`src/rtl/mem_boot_arbiter.sv`:
```
// Boot loader / memory arbiter: streams program words into byte memory, zero-fills the rest,
// then releases the processor and hands it the memory port.
module mem_boot_arbiter #(
    parameter int MEM_BYTES = 4096,
    parameter int ADDR_W    = 12
) (
    input  logic              Clk,
    input  logic              Reset,
    input  logic              Start,
    input  logic [ADDR_W-2:0] WordCount,
    input  logic              LdValid,
    input  logic [31:0]       LdData,
    output logic              LdReady,
    input  logic              CpuReq,
    input  logic              CpuWe,
    input  logic [ADDR_W-1:0] CpuAddr,
    input  logic [7:0]        CpuWData,
    output logic              CpuGnt,
    output logic              MemEn,
    output logic              MemWe,
    output logic [ADDR_W-1:0] MemAddr,
    output logic [7:0]        MemWData,
    output logic              CpuReset,
    output logic              Busy,
    output logic              Done
);

    localparam int CNT_W = ADDR_W - 1;
    localparam logic [CNT_W-1:0] MAX_WORDS = CNT_W'(MEM_BYTES / 4);

    typedef enum logic [2:0] {IDLE, FETCH, WRITE, FILL, RELEASE, RUN} state_t;

    state_t              state_reg;
    logic [ADDR_W-1:0]   ptr_reg;
    logic [CNT_W-1:0]    words_reg;
    logic [CNT_W-1:0]    target_reg;
    logic [31:0]         data_reg;
    logic                ld_ready_reg;
    logic                mem_wr_reg;
    logic [ADDR_W-1:0]   mem_addr_reg;
    logic [7:0]          mem_wdata_reg;
    logic                cpu_reset_reg;
    logic                busy_reg;
    logic                done_reg;

    logic [CNT_W-1:0]    start_target;
    logic [7:0]          word_bytes [4];
    logic                run;

    assign start_target = (WordCount > MAX_WORDS) ? MAX_WORDS : WordCount;

    for (genvar gi = 0; gi < 4; gi++) begin : g_bytes
        assign word_bytes[gi] = data_reg[8*gi +: 8];
    end

    // Words start on 4-byte boundaries, so ptr[1:0] doubles as the byte-lane index inside WRITE.
    always_ff @(posedge Clk) begin
        if (Reset) begin
            state_reg     <= IDLE;
            ptr_reg       <= '0;
            words_reg     <= '0;
            target_reg    <= '0;
            data_reg      <= '0;
            ld_ready_reg  <= 1'b0;
            mem_wr_reg    <= 1'b0;
            mem_addr_reg  <= '0;
            mem_wdata_reg <= '0;
            cpu_reset_reg <= 1'b1;
            busy_reg      <= 1'b0;
            done_reg      <= 1'b0;
        end else begin
            case (state_reg)
                IDLE, RUN: begin
                    if (Start) begin
                        target_reg    <= start_target;
                        words_reg     <= '0;
                        cpu_reset_reg <= 1'b1;
                        busy_reg      <= 1'b1;
                        done_reg      <= 1'b0;
                        if (start_target == '0) begin
                            state_reg     <= FILL;
                            mem_wr_reg    <= 1'b1;
                            mem_addr_reg  <= '0;
                            mem_wdata_reg <= '0;
                            ptr_reg       <= ADDR_W'(1);
                        end else begin
                            state_reg    <= FETCH;
                            ld_ready_reg <= 1'b1;
                            ptr_reg      <= '0;
                        end
                    end
                end
                FETCH: begin
                    if (LdValid) begin
                        state_reg     <= WRITE;
                        data_reg      <= LdData;
                        words_reg     <= words_reg + CNT_W'(1);
                        ld_ready_reg  <= 1'b0;
                        mem_wr_reg    <= 1'b1;
                        mem_addr_reg  <= ptr_reg;
                        mem_wdata_reg <= LdData[7:0];
                        ptr_reg       <= ptr_reg + ADDR_W'(1);
                    end
                end
                WRITE: begin
                    if (ptr_reg[1:0] != 2'd0) begin
                        mem_addr_reg  <= ptr_reg;
                        mem_wdata_reg <= word_bytes[ptr_reg[1:0]];
                        ptr_reg       <= ptr_reg + ADDR_W'(1);
                    end else if (words_reg != target_reg) begin
                        state_reg     <= FETCH;
                        ld_ready_reg  <= 1'b1;
                        mem_wr_reg    <= 1'b0;
                        mem_addr_reg  <= '0;
                        mem_wdata_reg <= '0;
                    end else if (ptr_reg == '0) begin
                        state_reg     <= RELEASE;
                        mem_wr_reg    <= 1'b0;
                        mem_addr_reg  <= '0;
                        mem_wdata_reg <= '0;
                    end else begin
                        state_reg     <= FILL;
                        mem_addr_reg  <= ptr_reg;
                        mem_wdata_reg <= '0;
                        ptr_reg       <= ptr_reg + ADDR_W'(1);
                    end
                end
                FILL: begin
                    // ptr wraps to 0 once the last address has been presented.
                    if (ptr_reg == '0) begin
                        state_reg    <= RELEASE;
                        mem_wr_reg   <= 1'b0;
                        mem_addr_reg <= '0;
                    end else begin
                        mem_addr_reg  <= ptr_reg;
                        mem_wdata_reg <= '0;
                        ptr_reg       <= ptr_reg + ADDR_W'(1);
                    end
                end
                RELEASE: begin
                    state_reg     <= RUN;
                    cpu_reset_reg <= 1'b0;
                    busy_reg      <= 1'b0;
                    done_reg      <= 1'b1;
                end
                default: state_reg <= IDLE;
            endcase
        end
    end

    // The processor path is combinational so a granted access lands in the same cycle.
    assign run      = (state_reg == RUN);
    assign CpuGnt   = run & CpuReq;
    assign MemEn    = run ? CpuReq : mem_wr_reg;
    assign MemWe    = run ? (CpuReq & CpuWe) : mem_wr_reg;
    assign MemAddr  = run ? CpuAddr : mem_addr_reg;
    assign MemWData = run ? CpuWData : mem_wdata_reg;
    assign LdReady  = ld_ready_reg;
    assign CpuReset = cpu_reset_reg;
    assign Busy     = busy_reg;
    assign Done     = done_reg;

endmodule

```
`config.mk`:
```
export PLATFORM = sky130hd
export DESIGN_NAME = mem_boot_arbiter
export DESIGN_NICKNAME = d
export VERILOG_FILES = /design/src/rtl/mem_boot_arbiter.sv
export SDC_FILE = /design/constraint.sdc
export NUM_CORES = 1
export LEC_CHECK = 0
export ABC_AREA = 1
export BUFFER_PORTS_ARGS = -buffer_cell sky130_fd_sc_hd__buf_2
export CAP_MARGIN = 20
export CORE_UTILIZATION = 40
export DETAILED_ROUTE_END_ITERATION = 7
export MAX_ROUTING_LAYER = met4
export SLEW_MARGIN = 20
export SYNTH_ARGS = -nofsm -noshare
export SYNTH_HDL_FRONTEND = slang
export SYNTH_SLANG_ARGS = --single-unit
```
`constraint.sdc`:
```
create_clock -name Clk -period 1.9 [get_ports Clk]
set_input_delay 0 -clock Clk [delete_from_list [all_inputs] [get_ports Clk]]
set_output_delay 0 -clock Clk [all_outputs]
set_load 0.01 [all_outputs]
```
==> results of run 1 <==
[worst max-delay path: cells and delay by family, from the launching register on]
| family | cells | cell delay, ns |
|---|---|---|
| buffers and inverters | 4 | 0.63 |
| flip-flops | 1 | 0.42 |
| AND/OR/NAND/NOR | 3 | 0.35 |
[layer usage]
metal  wire (µm)  vias to the layer above  track usage
met3         511                       34       0.0309
met4         516                        0        0.123
met2        7050                      131        0.390
met1        6720                     2492        0.299
met5           0                        -            -
li1            -                     2911            -
[kinds of logic after synthesis]
kind of cell	after synthesis	synth area share
adder cells (fa/ha/maj)	4	0.00967
AO/OA/AOI/OAI	163	0.172
XOR/XNOR	8	0.0135
buffers and inverters	109	0.0871
AND/OR/NAND/NOR	431	0.354
flip-flops	94	0.364
[power breakdown]
part / total (µW) / switching [µW] / internal [µW]
combinational: 2710 / 1740 / 972
clock: 2010 / 782 / 1220
sequential: 2470 / 182 / 2280
total: 7180 / 2700 / 4480
[synthesized netlist by cell type]
master / count
nor3_1: 6
o21ai_0: 69
and2_0: 1
ha_1: 4
inv_2: 7
nand4_1: 12
a211oi_1: 1
buf_4: 5
and2_1: 1
xnor2_1: 4
a211oi_2: 1
buf_1: 1
inv_4: 1
o211ai_1: 5
nor2_8: 1
buf_2: 4
a21oi_2: 1
nand2_2: 6
inv_1: 61
a21oi_4: 1
a21oi_1: 70
nor2_2: 3
dfxtp_1: 94
nor2_1: 112
nand2_4: 2
or2_2: 2
o21ai_1: 2
buf_6: 2
clkinv_1: 1
xor2_1: 4
nor2_4: 5
or2_1: 1
a22o_1: 8
nand2_1: 228
o21bai_1: 1
nand3_1: 49
nor3b_1: 1
nor3_2: 1
clkbuf_1: 27
a31oi_1: 4
[through the flow]
step                      std cells  hold slack [ns]
after floorplan                 809            0.103
after global placement         1068            0.222
after detailed placement       1068            0.227
after CTS                      1131          0.00738
after global routing           1132           0.0499
final                          1132           0.0171
[cells in the final DEF (no fill, tap or decap), types with 3 or more instances in the layout]
master / Yosys / final
o21ai_0: 69 / 68
nand4_1: 12 / 12
dfxtp_1: 94 / 92
o21ai_1: 2 / 3
a21oi_1: 70 / 70
clkinvlp_4: 0 / 3
clkbuf_16: 0 / 9
nor2_2: 3 / 3
a31oi_1: 4 / 4
xor2_1: 4 / 4
buf_4: 5 / 34
a22o_1: 8 / 8
nand2_1: 228 / 227
xnor2_1: 4 / 4
o211ai_1: 5 / 5
inv_1: 61 / 60
dlygate4sd3_1: 0 / 44
nand2_2: 6 / 7
nor3_1: 6 / 6
nand3_1: 49 / 49
inv_2: 7 / 7
buf_2: 4 / 95
nor2_1: 112 / 110
nor2_4: 5 / 7
[cell type report]
type                            count  area, µm²  share of cell area
Timing Repair Buffer              173       1170               0.174
Sequential cell                    94       1880               0.279
Multi-Input combinational cell    606       2860               0.425
Timing Repair inverter              1       7.51             0.00111
Tap cell                          172        215              0.0319
Inverter                           70        269              0.0399
Clock inverter                      5       81.3              0.0121
Clock buffer                       11        253              0.0375
[worst paths after layout]
check,from,to,slack [ns],cells past startpoint
hold / removal,WordCount[10],target_reg[10],0.02,3
hold reg to reg,data_reg[5],data_reg[5],0.45,2
setup reg to reg,state_reg[0],words_reg[1],0.17,9
setup / recovery,state_reg[2],MemWe,0.15,7
[repair_timing]
action	4_1_cts	5_1_grt
pin swaps	0	2
endpoints found under the hold margin	44	0
gates cloned	1	0
hold buffers	44	0
resized for setup	5	7
setup buffers	2	1
endpoints found under the setup margin	23	47
==> impl_metrics.toml, run 1 <==
[run_status]
outcome = "finished, final reports clean"

[die]
row_count = 41
dieWidth_um = 116
fp.dieH_um = 116
initial_utilization = 0.410
boundaryPins = 96
dieArea_mm2 = 0.0134
core_area_mm2 = 0.0126

[final_layout]
final_area_mm2 = 0.00675
drive_gt1_frac = 0.193
nets = 1028
num_antenna_cells = 0
syn_to_final_growth_pct = 30.4
largest_register_ffs = 32
finish.utilization = 0.535
fillers = 1271

[clock_tree]
cts_sinks = 94
clock_path_buffers = 2
clkLatencyLatePin_ns = 0.35
cts_root_buffer = "clkbuf_16"
path_clk_slew_ns = 0.06
cts_tree = "built"
numCtsBuffers = 9
cts_htree_levels = 3

[global_route]
track_usage = 0.242
grt_pass1_vias = 5064
grt_pass1_wl_um = 24300
antenna_found_initial = 0
grt_max_degree = 42
overflow = 0

[timing]
drv_slew = 0
rsz0062_at_grt = "false"
worst_pin_slew_ns = 0.413
finalSetupViolCount = 0
relSlewSlack = 0.723
hold_violations = 0
max_clock_freq_mhz = 572
period_needed_ns = 1.75
clock_skew_ns = 0.00721
min_period_over_period = 0.920
fin_tns_setup_ns = 0
fin_ws_ns = 0.152

[synth]
yosysWarnings = 0
yosysTopAreaCell = "dfxtp_1"
syn_area_per_cell_um2 = 6.40
synth_cells = 809
ys_seq_area_frac = 0.364
ys_seq_elements = 94
yosys-top-cells-area = "dfxtp_1 (36%), nand2_1 (17%), nor2_1 (8.1%)"
synth_top_area_frac = 0.364
ys_types = 40
synth_area_mm2 = 0.00517
synth_nets = 882

[route]
drtIter0Drc = 285
final_antenna_net_count = 0
routed_wl_um = 14800
route.detailed.drc = 0
routedWlPerCell_um = 13.1
vias = 5568
firstDrtPassIters = 4
via_per_inst = 4.92

[setup_path]
path_class = "reg -> out"
crit_path_end_kind = "output port"
start_kind = "flop"
cp_max_fo = 22
max_stage_delay_ns = 0.42
crit_top_cell = "buf_4"
arrival_ns = 1.75
crit_path_cell_trace = "buf_4 -> inv_1 -> nor2_4 -> buf_4 -> nand3_1 -> nand2_1 -> buf_2"
cp_slowest_cell = "dfxtp_2"
critPathRequiredTime_ns = 1.90

[job]
drv_cap = 0

[power]
total_power_uw = 7180
p_per_area_mw_per_mm2 = 1060
ir_drop_mv = 0.577
total_leakage_power_uw = 0.00303

[place]
place_area_mm2 = 0.00591
place_hpwl_um = 10400
gp_congestion = 0.907
portBuffers = 95
place_ws_ns = 0.0841

[hold_path]
hold_path.class = "in -> reg"
No activity file was read; power rests on OpenSTA's default activity.
==> inputs of run 2 (changes only) <==
--- a/config.mk
+++ b/config.mk
@@ -8,9 +8,10 @@
 export ABC_AREA = 1
 export BUFFER_PORTS_ARGS = -buffer_cell sky130_fd_sc_hd__buf_2
 export CAP_MARGIN = 20
-export CORE_UTILIZATION = 40
+export CORE_UTILIZATION = 44
 export DETAILED_ROUTE_END_ITERATION = 7
 export MAX_ROUTING_LAYER = met4
+export PLACE_DENSITY = 0.68
 export SLEW_MARGIN = 20
 export SYNTH_ARGS = -nofsm -noshare
 export SYNTH_HDL_FRONTEND = slang
==> run 2 against run 1 <==
  * Via count rose by 0.57%
  * Cell count decreased by 3.0%
  * Critical endpoint is now data_reg[9]
  * Worst hold slack got worse by 0.013 ns
  * Wire length shrank 1.5%
  * Largest cell class unchanged
  * Utilization rose by 5.0 points
  * Clock skew decreased by 0.00060 ns
  * First-iteration DRC count is 4.2% lower
  * Global-route usage grew 0.63 points
  * Power is 0.80% higher
  * Sequential share of layout area rose by 0.31 points
==> impl_metrics.toml, run 2 (synthesis gave the netlist of run 1 again) <==
[run_status]
outcome = "finished, final reports clean"

[setup_path]
cp-endpoint = "data_reg[9]"
crit_path_end_kind = "flop"
r2r_cells = 8
cp_max_fo = 41
start_kind = "flop"
arrival_ns = 2.00
r2r-start = "state_reg[0]"
critPathRequiredTime_ns = 2.11
regToRegSetupSlack_ns = 0.10
rr_endpoint = "data_reg[9]"
startpoint = "state_reg[0]"
path_class = "reg -> reg"

[place]
portBuffers = 95
gp_congestion = 0.901
place_hpwl_um = 9900
place_area_mm2 = 0.00587

[route]
drtIter0Drc = 273
route.detailed.drc = 0
met3_length_um = 613
final_antenna_net_count = 0
routedWlPerCell_um = 13.3
highest_layer = "met4"
routed_wl_um = 14600
vias = 5600
met1_length_um = 6510
via_per_inst = 5.10
route.met2.wl_um = 6960
firstDrtPassIters = 5

[clock_tree]
cts_sinks = 94
cts_root_buffer = "clkbuf_16"
path_clk_slew_ns = 0.07
cts_htree_levels = 3
clkLatencyLatePin_ns = 0.34
clock_path_buffers = 2
numCtsBuffers = 9
cts_tree = "built"

[timing]
drv_slew = 0
worst_pin_slew_ns = 0.403
period_needed_ns = 1.80
hold-worst-slack_ns = 0.00368
finalSetupViolCount = 0
max_clock_freq_mhz = 557
min_period_over_period = 0.946
clock_skew_ns = 0.00662
hold_violations = 0
relSlewSlack = 0.729

[final_layout]
nets = 1023
layout_common_cells = "nand2_1 (228), nor2_1 (110), buf_2 (95)"
drive_gt1_frac = 0.188
syn_to_final_growth_pct = 28.9
largest_register_ffs = 32
final_area_mm2 = 0.00667
final_common_cell = "nand2_1"
num_antenna_cells = 0

[die]
row_count = 39
initial_utilization = 0.453
fp.dieH_um = 110
core_area_mm2 = 0.0114
dieArea_mm2 = 0.0122
dieWidth_um = 110
boundaryPins = 96

[hold_path]
hold_path.class = "in -> reg"

[global_route]
antenna_found_initial = 0
track_usage = 0.249
grt_pass1_wl_um = 24600
overflow = 0
grt_max_degree = 42
grt_pass1_vias = 5393

[job]
drv_cap = 0

[power]
total_leakage_power_uw = 0.00301
p_per_area_mw_per_mm2 = 1090
total_power_uw = 7240
ir_drop_mv = 0.570
run 2: area by class of cell:
type / count / area [µm²]
Inverter: 70 / 269
Fill cell: 1093 / 4750
Timing Repair Buffer: 167 / 1140
Timing Repair inverter: 1 / 7.51
Multi-Input combinational cell: 607 / 2860
Clock inverter: 6 / 91.3
Clock buffer: 10 / 239
Sequential cell: 94 / 1880
Tap cell: 143 / 179
run 2: power by group:
part           internal [µW]  switching [µW]  total (µW)
clock network           1200             812        2010
logic                   1000            1760        2760
registers               2280             185        2470
total                   4480            2750        7240
run 2: metal layers:
| metal | vias up | track usage |
|---|---|---|
| li1 | 2901 | - |
| met1 | 2497 | 0.301 |
| met2 | 165 | 0.415 |
| met3 | 37 | 0.0252 |
| met4 | 0 | 0.119 |
| met5 | - | - |
run 2: repair_timing:
item | 4_1_cts | 5_1_grt
hold buffers | 42 | 0
hold endpoints to repair | 42 | 0
setup buffers | 1 | 1
endpoints found under the setup margin | 1 | 43
cloned | 1 | 1
resized for setup | 4 | 6
run 2: worst min path at each step:
| stage | startpoint | end | slack, ns | cells past startpoint |
|---|---|---|---|---|
| finish | Reset | Busy | 0.004 | 2 |
| global route | Reset | Busy | 0.03 | 2 |
| CTS | LdData[5] | data_reg[5] | 0.0007 | 3 |
| global placement | LdData[30] | data_reg[30] | 0.22 | 3 |
| detailed placement | LdData[16] | data_reg[16] | 0.22 | 3 |
| floorplan | CpuReq | CpuGnt | 0.10 | 2 |
run 2: metrics by stage:
stage | std cells | util | TNS [ns] | setup WS (ns)
detailed placement | 1036 | 0.514 | 0 | 0.0685
global route | 1098 | 0.584 | -0.00646 | -0.00646
global placement | 1036 | 0.514 | 0 | 0.155
CTS | 1096 | 0.582 | 0 | 0.0559
floorplan | 809 | - | 0 | 0.00887
finish | 1098 | 0.584 | 0 | 0.103
run 2: critical path: stages (launching register included):
cell and delay, ns:
dfxtp_1 0.48, nand2_2 0.16, nor2_4 0.13, inv_2 0.13
nor2_2 0.13, inv_1 0.05, buf_4 0.24, o21ai_0 0.27
a21oi_1 0.08
